`src/rtl/packet_filter.sv`:
```
`default_nettype none
// ============================================================================
// Module      : packet_filter
// Description : Receives fixed-length packets one word per rx_valid/rx_ready
//               handshake, checks type, destination and source against this
//               node's ID, publishes the fields of accepted packets, pulses
//               'en' to the Q-table update stage and waits for its 'done'.
//               Accepted and dropped packets are counted with saturation.
// Ports       : clk, nrst (sync, active-high)  clock / reset
//               myNodeID                        this node's ID (static)
//               rx_word, rx_valid, rx_ready     packet word stream
//               fPacketType, fSourceID, fSourceHops, fClusterID,
//               fEnergyLeft, fQValue, fKnownCH  fields of last accepted packet
//               en, done                        update-stage start / finish
//               acceptCount, dropCount          saturating packet counters
// Revision    : 1.0  initial release
// ============================================================================
module packet_filter #(
  parameter int WORD_WIDTH = 16,
  parameter int PKT_WORDS  = 8
) (
  input  logic                  clk,
  input  logic                  nrst,
  input  logic [WORD_WIDTH-1:0] myNodeID,
  input  logic [WORD_WIDTH-1:0] rx_word,
  input  logic                  rx_valid,
  output logic                  rx_ready,
  output logic [WORD_WIDTH-1:0] fSourceID,
  output logic [WORD_WIDTH-1:0] fSourceHops,
  output logic [WORD_WIDTH-1:0] fClusterID,
  output logic [WORD_WIDTH-1:0] fEnergyLeft,
  output logic [WORD_WIDTH-1:0] fQValue,
  output logic [WORD_WIDTH-1:0] fKnownCH,
  output logic [2:0]            fPacketType,
  output logic                  en,
  input  logic                  done,
  output logic [15:0]           acceptCount,
  output logic [15:0]           dropCount
);

  localparam logic [2:0] LAST_IDX = 3'(PKT_WORDS - 1);

  typedef enum logic [1:0] {
    RECV  = 2'd0,
    CHECK = 2'd1,
    ISSUE = 2'd2,
    WAIT  = 2'd3
  } state_t;

  state_t state, state_next;

  logic [2:0]            word_cnt;
  // Word 0 only contributes its type bits, so it is kept separately and the
  // staging array holds words 1..PKT_WORDS-1.
  logic [2:0]            stage_type;
  logic [WORD_WIDTH-1:0] stage [1:PKT_WORDS-1];
  logic                  pkt_ok;

  assign pkt_ok = (stage_type >= 3'd1) && (stage_type <= 3'd5) &&
                  ((stage[PKT_WORDS-1] == myNodeID) ||
                   (stage[PKT_WORDS-1] == {WORD_WIDTH{1'b1}})) &&
                  (stage[1] != myNodeID);

  // State register
  always_ff @(posedge clk) begin
    if (nrst) state <= RECV;
    else      state <= state_next;
  end

  // Next state and state-decoded outputs. In RECV rx_ready is high whenever
  // reset is released, so rx_valid alone marks a transfer there.
  always_comb begin
    state_next = state;
    rx_ready   = 1'b0;
    en         = 1'b0;
    case (state)
      RECV: begin
        rx_ready = ~nrst;
        if (rx_valid && (word_cnt == LAST_IDX)) state_next = CHECK;
      end
      CHECK:   state_next = pkt_ok ? ISSUE : RECV;
      ISSUE: begin
        en         = ~nrst;
        state_next = WAIT;
      end
      WAIT:    if (done) state_next = RECV;
      default: state_next = RECV;
    endcase
  end

  // Word capture, field publication and counters
  always_ff @(posedge clk) begin
    if (nrst) begin
      word_cnt    <= 3'd0;
      stage_type  <= 3'd0;
      for (int i = 1; i < PKT_WORDS; i++) stage[i] <= '0;
      fPacketType <= 3'd0;
      fSourceID   <= '0;
      fSourceHops <= '0;
      fClusterID  <= '0;
      fEnergyLeft <= '0;
      fQValue     <= '0;
      fKnownCH    <= '0;
      acceptCount <= 16'd0;
      dropCount   <= 16'd0;
    end else begin
      if (rx_valid && rx_ready) begin
        if (word_cnt == 3'd0) stage_type      <= rx_word[WORD_WIDTH-1 -: 3];
        else                  stage[word_cnt] <= rx_word;
        word_cnt <= (word_cnt == LAST_IDX) ? 3'd0 : word_cnt + 3'd1;
      end
      if (state == CHECK) begin
        if (pkt_ok) begin
          fPacketType <= stage_type;
          fSourceID   <= stage[1];
          fSourceHops <= stage[2];
          fClusterID  <= stage[3];
          fEnergyLeft <= stage[4];
          fQValue     <= stage[5];
          fKnownCH    <= stage[6];
          if (acceptCount != 16'hFFFF) acceptCount <= acceptCount + 16'd1;
        end else begin
          if (dropCount != 16'hFFFF) dropCount <= dropCount + 16'd1;
        end
      end
    end
  end

endmodule
`default_nettype wire
```
`config.mk`:
```
export PLATFORM = sky130hd
export DESIGN_NAME = packet_filter
export DESIGN_NICKNAME = d
export VERILOG_FILES = /design/src/rtl/packet_filter.sv
export SDC_FILE = /design/constraint.sdc
export NUM_CORES = 1
export LEC_CHECK = 0
export CORE_ASPECT_RATIO = 1.1
export CORE_UTILIZATION = 25
export CTS_CLUSTER_DIAMETER = 50
export DETAILED_ROUTE_END_ITERATION = 7
export PLACE_DENSITY_LB_ADDON = 0.12
export SYNTH_ARGS = -nofsm -noshare
export SYNTH_HDL_FRONTEND = slang
export SYNTH_SLANG_ARGS = --single-unit
```
`constraint.sdc`:
```
create_clock -name clk -period 6.5 [get_ports clk]
set_clock_uncertainty 0.05 [all_clocks]
set_input_delay 0.975 -clock clk [delete_from_list [all_inputs] [get_ports clk]]
set_output_delay 0.975 -clock clk [all_outputs]
set_load 0.1 [all_outputs]
```
# Yosys cells after proc, flatten, opt, wreduce, memory -nomap -nowiden
# Memory sizes are Yosys's and may differ from the RTL's. A register that Yosys moved wholly into a read port is not among the register bits.
# Index checks and enable logic that the tools add are counted.
[op_classes]
n_reduce_logical = 14
muxes = 16
n_eq_ne = 11
bitwise_logic = 2
addsub = 3
magnitude_cmp = 2
[op_table]
columns = ["op", "count"]
rows = [
  ["adder 16 x 1 -> 16 bit (second input constant)", 2],
  ["inequality test 16 bit (second input constant)", 2],
  ["equality test 16 bit", 1],
  ["equality test 16 bit (second input constant)", 1],
  ["2-to-1 mux 16 bit", 1],
  ["inequality test 16 bit", 1],
  ["OR reduction 16 bit", 1],
  ["2-to-1 mux 1 bit", 9],
  ["one-hot mux 2 bit (4 select lines)", 1],
  ["2-to-1 mux 2 bit", 3],
  ["2-to-1 mux 3 bit", 2],
  ["AND reduction 2 bit", 3],
  ["AND reduction 3 bit", 2],
  ["logical AND 1 bit", 5],
  ["equality test 2 bit (second input constant)", 2],
  ["inequality test 2 bit (second input constant)", 2],
  ["adder 3 x 1 -> 3 bit (second input constant)", 1],
  ["equality test 3 bit (second input constant)", 1],
  ["greater-or-equal comparator 3 x 1 -> 1 bit (second input constant)", 1],
  ["less-or-equal comparator 3 bit (second input constant)", 1],
  ["zero test 3 bit", 1],
  ["equality test 2 x 1 -> 1 bit (second input constant)", 1],
  ["zero test 2 bit", 1],
  ["inverter 1 bit", 2],
  ["logical OR 1 bit", 1],
]
[word_totals]
input_bits = 36
out_inout_bits = 133
mem_bits_rw = 112
word_cells = 56
n_memories = 1
regBits = 59
[memory_table]
columns = ["memory", "words", "word_bits", "rd", "rd_clocked_by_memory_dff", "write_ports", "line_no", "rtl"]
rows = [
  ["stage", 7, 16, 7, 5, 7, "56", "logic [WORD_WIDTH-1:0] stage [1:PKT_WORDS-1];"],
]

# Depth between registers and ports, before layout
# Gate-level depths: netlist (run 1).
[depth]
ltp_word = 8
depth_mapped = 8
ltp_nobuf = 7

# Worst setup path before layout (run 1)
# OpenSTA, ideal clock, no wires.
[synth_path]
kind = "input-to-output"
from = "in nrst"
to = "out en"
required_time_ns = 5.475
setup_slack_ns = 1.721
arrival_ns = 3.754
stages = 4
path_buffers = 3
path_cell_list = "clkbuf_1 clkbuf_1 buf_1 nor3b_1"
[synth_via]
elab_chain_len = 2
[synth_rtl]
columns = ["element", "line_no", "rtl"]
rows = [
  ["start: declaration", "23", "input logic nrst,"],
  ["inverter 1 bit", "83", "en = ~nrst;"],
  ["2-to-1 mux 1 bit", "76", "case (state)"],
  ["end: declaration", "35", "output logic en,"],
]
# Every way passes these cells.

# Worst setup path after layout (run 1)
[layout_path]
from = "in nrst"
to = "out rx_ready"
[layout_via]
elab_chain_len = 2
[layout_rtl]
columns = ["element", "line_no", "rtl"]
rows = [
  ["inverter 1 bit", "78", "rx_ready = ~nrst;"],
  ["2-to-1 mux 1 bit", "76", ""],
  ["end: declaration", "27", "output logic rx_ready,"],
]
# Every way passes these cells.

==> results of run 1 <==
==> metal layers <==
layer	GRT usage, %	vias up
li1	-	3715
met1	18.7	3636
met2	26.5	163
met4	4.58	0
met5	0	-
met3	2.78	45
==> Yosys cell counts (all sizes together), types with 5 or more instances <==
library cell  number
a21oi            122
and2             114
and3               8
buf               23
clkbuf            29
dfxtp            139
edfxtp           112
ha                 5
mux2               9
nand2            219
nand3             22
nand4             15
nor2              19
nor2b             12
nor3               8
nor4              11
o21ai             14
o31ai              6
or2                8
or3               10
or4                8
xnor2             16
xor2              16
==> state kept, by name (all words and copies together) (netlist names), named ones only <==
name,flops
fEnergyLeft,16
state,1
word_cnt,3
fKnownCH,16
dropCount,16
fClusterID,16
fSourceHops,16
stage_type,3
fSourceID,16
fQValue,16
stage,112
fPacketType,3
acceptCount,16
==> worst max path at each step <==
stage,start,to
after floorplan,nrst,en
after global placement,myNodeID[6],fClusterID[8]$_SDFFE_PP0P_
after detailed placement,myNodeID[9],fClusterID[8]$_SDFFE_PP0P_
after CTS,nrst,rx_ready
after global routing,nrst,rx_ready
final,nrst,rx_ready
==> power breakdown <==
| part | leakage (nW) | total, mW | internal, mW | switching, mW |
|---|---|---|---|---|
| Clock | 0.589 | 1.97 | 1.25 | 0.720 |
| Sequential | 2.28 | 1.69 | 1.67 | 0.0160 |
| Combinational | 1.74 | 0.121 | 0.0386 | 0.0825 |
==> final cells by class <==
class,instances,area share (%)
Sequential cell,251,45.5
Tap cell,507,4.70
Inverter,4,0.111
Antenna cell,3,0.0556
Clock buffer,48,7.46
Clock inverter,16,1.53
Timing Repair Buffer,179,13.1
Multi-Input combinational cell,671,27.5
==> cells by family after synthesis <==
kind of cell | synth area share [%]
muxes | 1.14
adders and majority gates | 0.620
xor gates and xnor gates | 2.78
buffers and inverters | 2.46
DFF | 60.9
and+or+nand+nor | 23.9
AOI/OAI and AO/OA | 8.15
==> critical path: cells and delay by family <==
family	cells	cell delay, ps
buffers and inverters	2	1510
and+or+nand+nor	1	400
==> metrics by stage <==
step / power (mW) / cell area (µm²) / util [%] / cells / hold slack (ps)
finish: 3.78 / 13500 / 34.2 / 1679 / 399
global route: 3.91 / 13500 / 34.2 / 1676 / 424
CTS: 3.85 / 13500 / 34.2 / 1676 / 404
detailed placement: 1.85 / 12300 / 31.1 / 1612 / 396
global placement: 1.85 / 12300 / 31.1 / 1612 / 388
floorplan: 1.77 / 10100 / - / 978 / 400
==> key figures, run 1 <==
Status
  • Status: complete, but fails checks
  • Failing checks: DRC

Floorplanning
  • DIE WIDTH: 194 µm
  • Starting Density: 25.6%
  • Core Area: 39500 µm²
  • IO Pins: 169
  • Die Height: 213 µm
  • Die ar.: 41100 µm²
  • Rows: 76

Setup path
  • Flop2flop setup slack: 3400 ps
  • Critical Path AT: 2930 ps
  • R2r endpoint: fClusterID[8]$_SDFFE_PP0P_
  • Worst Setup Start Kind: primary input
  • CP max stage delay: 1210 ps
  • Req. time, crit path: 5470 ps
  • CP cell instances: buf_4 -> nor3_2 -> clkdlybuf4s50_1
  • Worst reg2reg startpoint: stage[7][15]$_SDFFCE_PN0P_
  • CP endpoint kind: primary output
  • Worst R2R Path Depth: 7
  • Worst-path fanout max: 55
  • Slowest-stage cell, CP: clkdlybuf4s50_1
  • Worst Path Class, Setup: in2out

Finish
  • Footprint of the multi-input gates: 3720 µm²
  • Layout cells sized above 1: 8.13%
  • Layout overhead on the synthesized area: 33.8%
  • Final net count: 1183
  • Register Area: 6150 µm²
  • Most common cell after layout, fill and taps aside: nand2_1
  • Most frequent cells in the layout: nand2_1, clkdlybuf4s50_1, dfxtp_1
  • Fillcell total: 3976

Route
  • Initial DRC Count: 351
  • Top layer in use: met4
  • Metal2 WL: 15.4 mm
  • Via Count: 7559
  • M1 WL: 13.4 mm
  • Drc violations: 18
  • Total Routed Length: 30.9 mm
  • TritonRoute pass-1 iters: 8
  • Wire length on met3: 1.34 mm
  • Vias per inst: 4.50
  • Antenna Nets Post-Route: 0
  • Post-DR wirelength/cell: 18.4 µm

STA
  • Final Max Tran Viols: 0
  • Final setup margin: 2550 ps
  • Setup_tns: 0 ps
  • Hold Vio Cnt, Final: 0
  • FMAX: 0.253 GHz
  • Worst slew pin tran: 1040 ps
  • Final Cycle Share: 60.8%
  • Final setup vio count: 0
  • Crit path time final: 3950 ps
  • Unrepaired setup endpoints after global routing: false
  • Max_slew headroom: 30.3%

Hold path
  • Hold endpoint: fClusterID[0]$_SDFFE_PP0P_
  • Cell count of the worst hold path: 2
  • Hold_sp: fClusterID[0]$_SDFFE_PP0P_
  • Hold Path Class: reg2reg

Run
  • Number of maximum-capacitance violations: 0

Clocking
  • TritonCTS Sinks: 251
  • TritonCTS clock tree: yes
  • Clock latency on the worst-skew pair: 520 ps
  • CTS clock-pin slew for the worst setup and hold paths: 60 ps
  • Hold Buf Count CTS: 0
  • # H-tree levels: 2
  • CTS buffer count: 35
  • Clock Path Buffers: 3
  • PostCTS Resize Cnt: 0
  • Clock Root Buffer: clkbuf_16
  • Post-CTS setup buffers: 0

Power and ir drop
  • Power per cell area: 280 nW/µm²
  • VDD IR max: 0.156 mV
  • Leakage: 4.60 nW

Place
  • Port Buf Inserts: 168
  • GP Congestion: 0.769
  • Detailed Place HPWL: 20.0 mm
  • DP Worst Slack: 2360 ps

Synth
  • Register bit count reported by yosys: 251
  • Largest cells by area after synthesis: edfxtp_1, dfxtp_1, nand2_1
  • Biggest area consumer among synthesized cells: edfxtp_1
  • Synth top area share: 33.3%
  • Syn Nets: 1019
  • YS warnings: 0
  • Number of synthesized flops with an enable pin: 112
  • Cell variety after synth: 49
  • Mapped Cells: 978
  • Sequential share of the synthesized area: 60.9%
  • Average size of a mapped cell: 10.3 µm²
  • Ys async rst share: 0%
  • Synth Flop Type: dfxtp_1
  • Netlist Area Pre-Place: 10100 µm²

GRT
  • Antenna violations before repair: 4
  • Global-route wire length before repair: 46.7 mm
  • Congestion Overflow GR: 0
  • Number of global-route vias before repair: 7578
  • Largest net degree at the start of global routing: 78
  • All-layer global routing usage: 15.0%
(Power assumes the default switching activity.)
==> run 2: changes to the inputs <==
==> constraint.sdc (replaced) <==
create_clock -name clk -period 3.6 [get_ports clk]
set_clock_uncertainty 0.05 [all_clocks]
set_input_delay 0.54 -clock clk [delete_from_list [all_inputs] [get_ports clk]]
set_output_delay 0.54 -clock clk [all_outputs]
set_load 0.1 [all_outputs]
==> run 2 against run 1 <==
The run still ends with DRC left. Register-to-register slack got worse by 2500 ps. Non-clock buffer count increased by 6. Global-route usage increased by 0.24 points. Via count decreased by 0.28%. Critical path depth decreased by 2. Combinational power increased by 87%. Clock power increased by 89%.
==> key figures, run 2 (same netlist as run 1, synthesis figures left out) <==
STA
  • Max_slew headroom: 30.4%
  • FMAX: 0.361 GHz
  • Unrepaired setup endpoints after global routing: false
  • Hold WS: 307 ps
  • Hold Vio Cnt, Final: 0
  • Final Cycle Share: 76.9%
  • Final Max Tran Viols: 0
  • Final setup vio count: 0
  • Crit path time final: 2770 ps
  • Setup_tns: 0 ps
  • Worst slew pin tran: 1040 ps

Finish
  • Max reg flops: 112
  • Layout overhead on the synthesized area: 35.4%
  • Most frequent cells in the layout: nand2_1, clkdlybuf4s50_1, dfxtp_1
  • Largest reg by FF count: stage
  • Most common cell after layout, fill and taps aside: nand2_1
  • Final net count: 1191
  • Post-Layout Cell Count: 1686
  • Ant diodes: 0
  • Layout cells sized above 1: 8.99%
  • Fillcell total: 4022

Setup path
  • CP top delay family: buffers and inverters
  • Critical Path AT: 2180 ps
  • Buf+Inv Stages, Crit Path: 1
  • Slowest-stage cell, CP: clkdlybuf4s50_1
  • Req. time, crit path: 3010 ps
  • Worst Path Class, Setup: reg2out
  • Worst Setup Start Kind: register
  • CP max stage delay: 1190 ps
  • CP endpoint kind: primary output
  • CP cell instances: clkdlybuf4s50_1
  • Worst-path fanout max: 8

Route
  • Initial DRC Count: 361
  • Post-DR wirelength/cell: 18.8 µm
  • Vias per inst: 4.47
  • Antenna Nets Post-Route: 0
  • Total Routed Length: 31.6 mm
  • Drc violations: 9
  • TritonRoute pass-1 iters: 8
  • Via Count: 7538

Floorplanning
  • Die ar.: 41100 µm²
  • Core Area: 39500 µm²
  • IO Pins: 169
  • Rows: 76
  • Starting Density: 25.6%
  • Die Height: 213 µm
  • DIE WIDTH: 194 µm

Place
  • GP Congestion: 0.779
  • Detailed Place HPWL: 20.0 mm
  • Inst Count DP: 1618
  • Port Buf Inserts: 168

Clocking
  • TritonCTS Sinks: 251
  • Clock latency on the worst-skew pair: 530 ps
  • Post-CTS setup buffers: 0
  • Hold Buf Count CTS: 0
  • CTS buffer count: 37
  • Clock Root Buffer: clkbuf_16
  • TritonCTS clock tree: yes
  • CTS clock-pin slew for the worst setup and hold paths: 50 ps
  • Clock Path Buffers: 3
  • PostCTS Resize Cnt: 0
  • # H-tree levels: 2

GRT
  • Congestion Overflow GR: 0
  • Largest net degree at the start of global routing: 163
  • Antenna violations before repair: 5
  • All-layer global routing usage: 15.3%
  • Global-route wire length before repair: 46.9 mm
  • Number of global-route vias before repair: 7512

Run
  • Number of maximum-capacitance violations: 0

Status
  • Failing checks: DRC
  • Status: complete, but fails checks

Power and ir drop
  • Switching power: 1.54 mW
  • Internal power: 5.47 mW
  • Power per cell area: 513 nW/µm²
  • Clock power frac: 53.2%
  • VDD IR max: 0.265 mV
  • Comb pwr share: 3.2%
  • Sw Ratio: 21.9%
  • Reg power frac: 43.6%
  • Pwr Total: 7.01 mW
  • Leakage: 4.69 nW

Hold path
  • Hold Path Class: in2reg
==> run 2: worst paths after layout <==
| kind | cells after the start | end | from | slack, ps |
|---|---|---|---|---|
| setup / recovery | 1 | acceptCount[11] | acceptCount[11]$_SDFFE_PP0P_ | 830 |
| hold / removal | 4 | word_cnt[2]$_SDFFE_PP0P_ | nrst | 310 |
| setup reg to reg | 6 | dropCount[0]$_SDFFE_PP0P_ | stage[7][10]$_SDFFCE_PN0P_ | 900 |
| hold reg to reg | 2 | fEnergyLeft[14]$_SDFFE_PP0P_ | fEnergyLeft[14]$_SDFFE_PP0P_ | 400 |
==> run 2: worst reg2reg max path, delay by kind of cell, from the launching register on <==
kind / cells / cell delay [ps]
multiplexers: 1 / 330
AO/OA/AOI/OAI: 1 / 640
flip-flops: 1 / 430
XOR/XNOR: 1 / 210
AND/OR/NAND/NOR: 3 / 940
==> run 2: final cells by class <==
cell class	instances	area [µm²]	area share [%]
Clock buffer	54	1120	8.17
Clock inverter	14	165	1.21
Inverter	4	15.0	0.110
Multi-Input combinational cell	671	3730	27.3
Sequential cell	251	6150	45.0
Tap cell	507	634	4.65
Timing Repair Buffer	185	1850	13.5
==> run 2: stage by stage <==
stage | instance area, µm² | setup slack (ps) | utilization [%]
3_3_place_gp | 12400 | 293 | 31.4
2_1_floorplan | 10100 | 478 | -
6_report | 13700 | 831 | 34.6
4_1_cts | 13700 | 791 | 34.6
3_5_place_dp | 12400 | 286 | 31.4
5_1_grt | 13700 | 721 | 34.6
==> run 2: power by group through the flow <==
stage / Combinational, mW / Clock (mW) / Sequential (mW)
2_1_floorplan: 0.102 / 0 / 3.10
3_3_place_gp: 0.235 / 0 / 3.11
3_5_place_dp: 0.235 / 0 / 3.11
4_1_cts: 0.236 / 3.84 / 3.05
5_1_grt: 0.246 / 3.94 / 3.06
6_report: 0.226 / 3.73 / 3.05
==> run 2: routing by layer <==
| metal | routed length, µm | track usage [%] | vias to the layer above |
|---|---|---|---|
| met1 | 14300 | 19.3 | 3613 |
| met3 | 1350 | 2.95 | 44 |
| li1 | - | - | 3724 |
| met5 | 0 | 0 | - |
| met4 | 656 | 5.05 | 0 |
| met2 | 15400 | 26.2 | 157 |
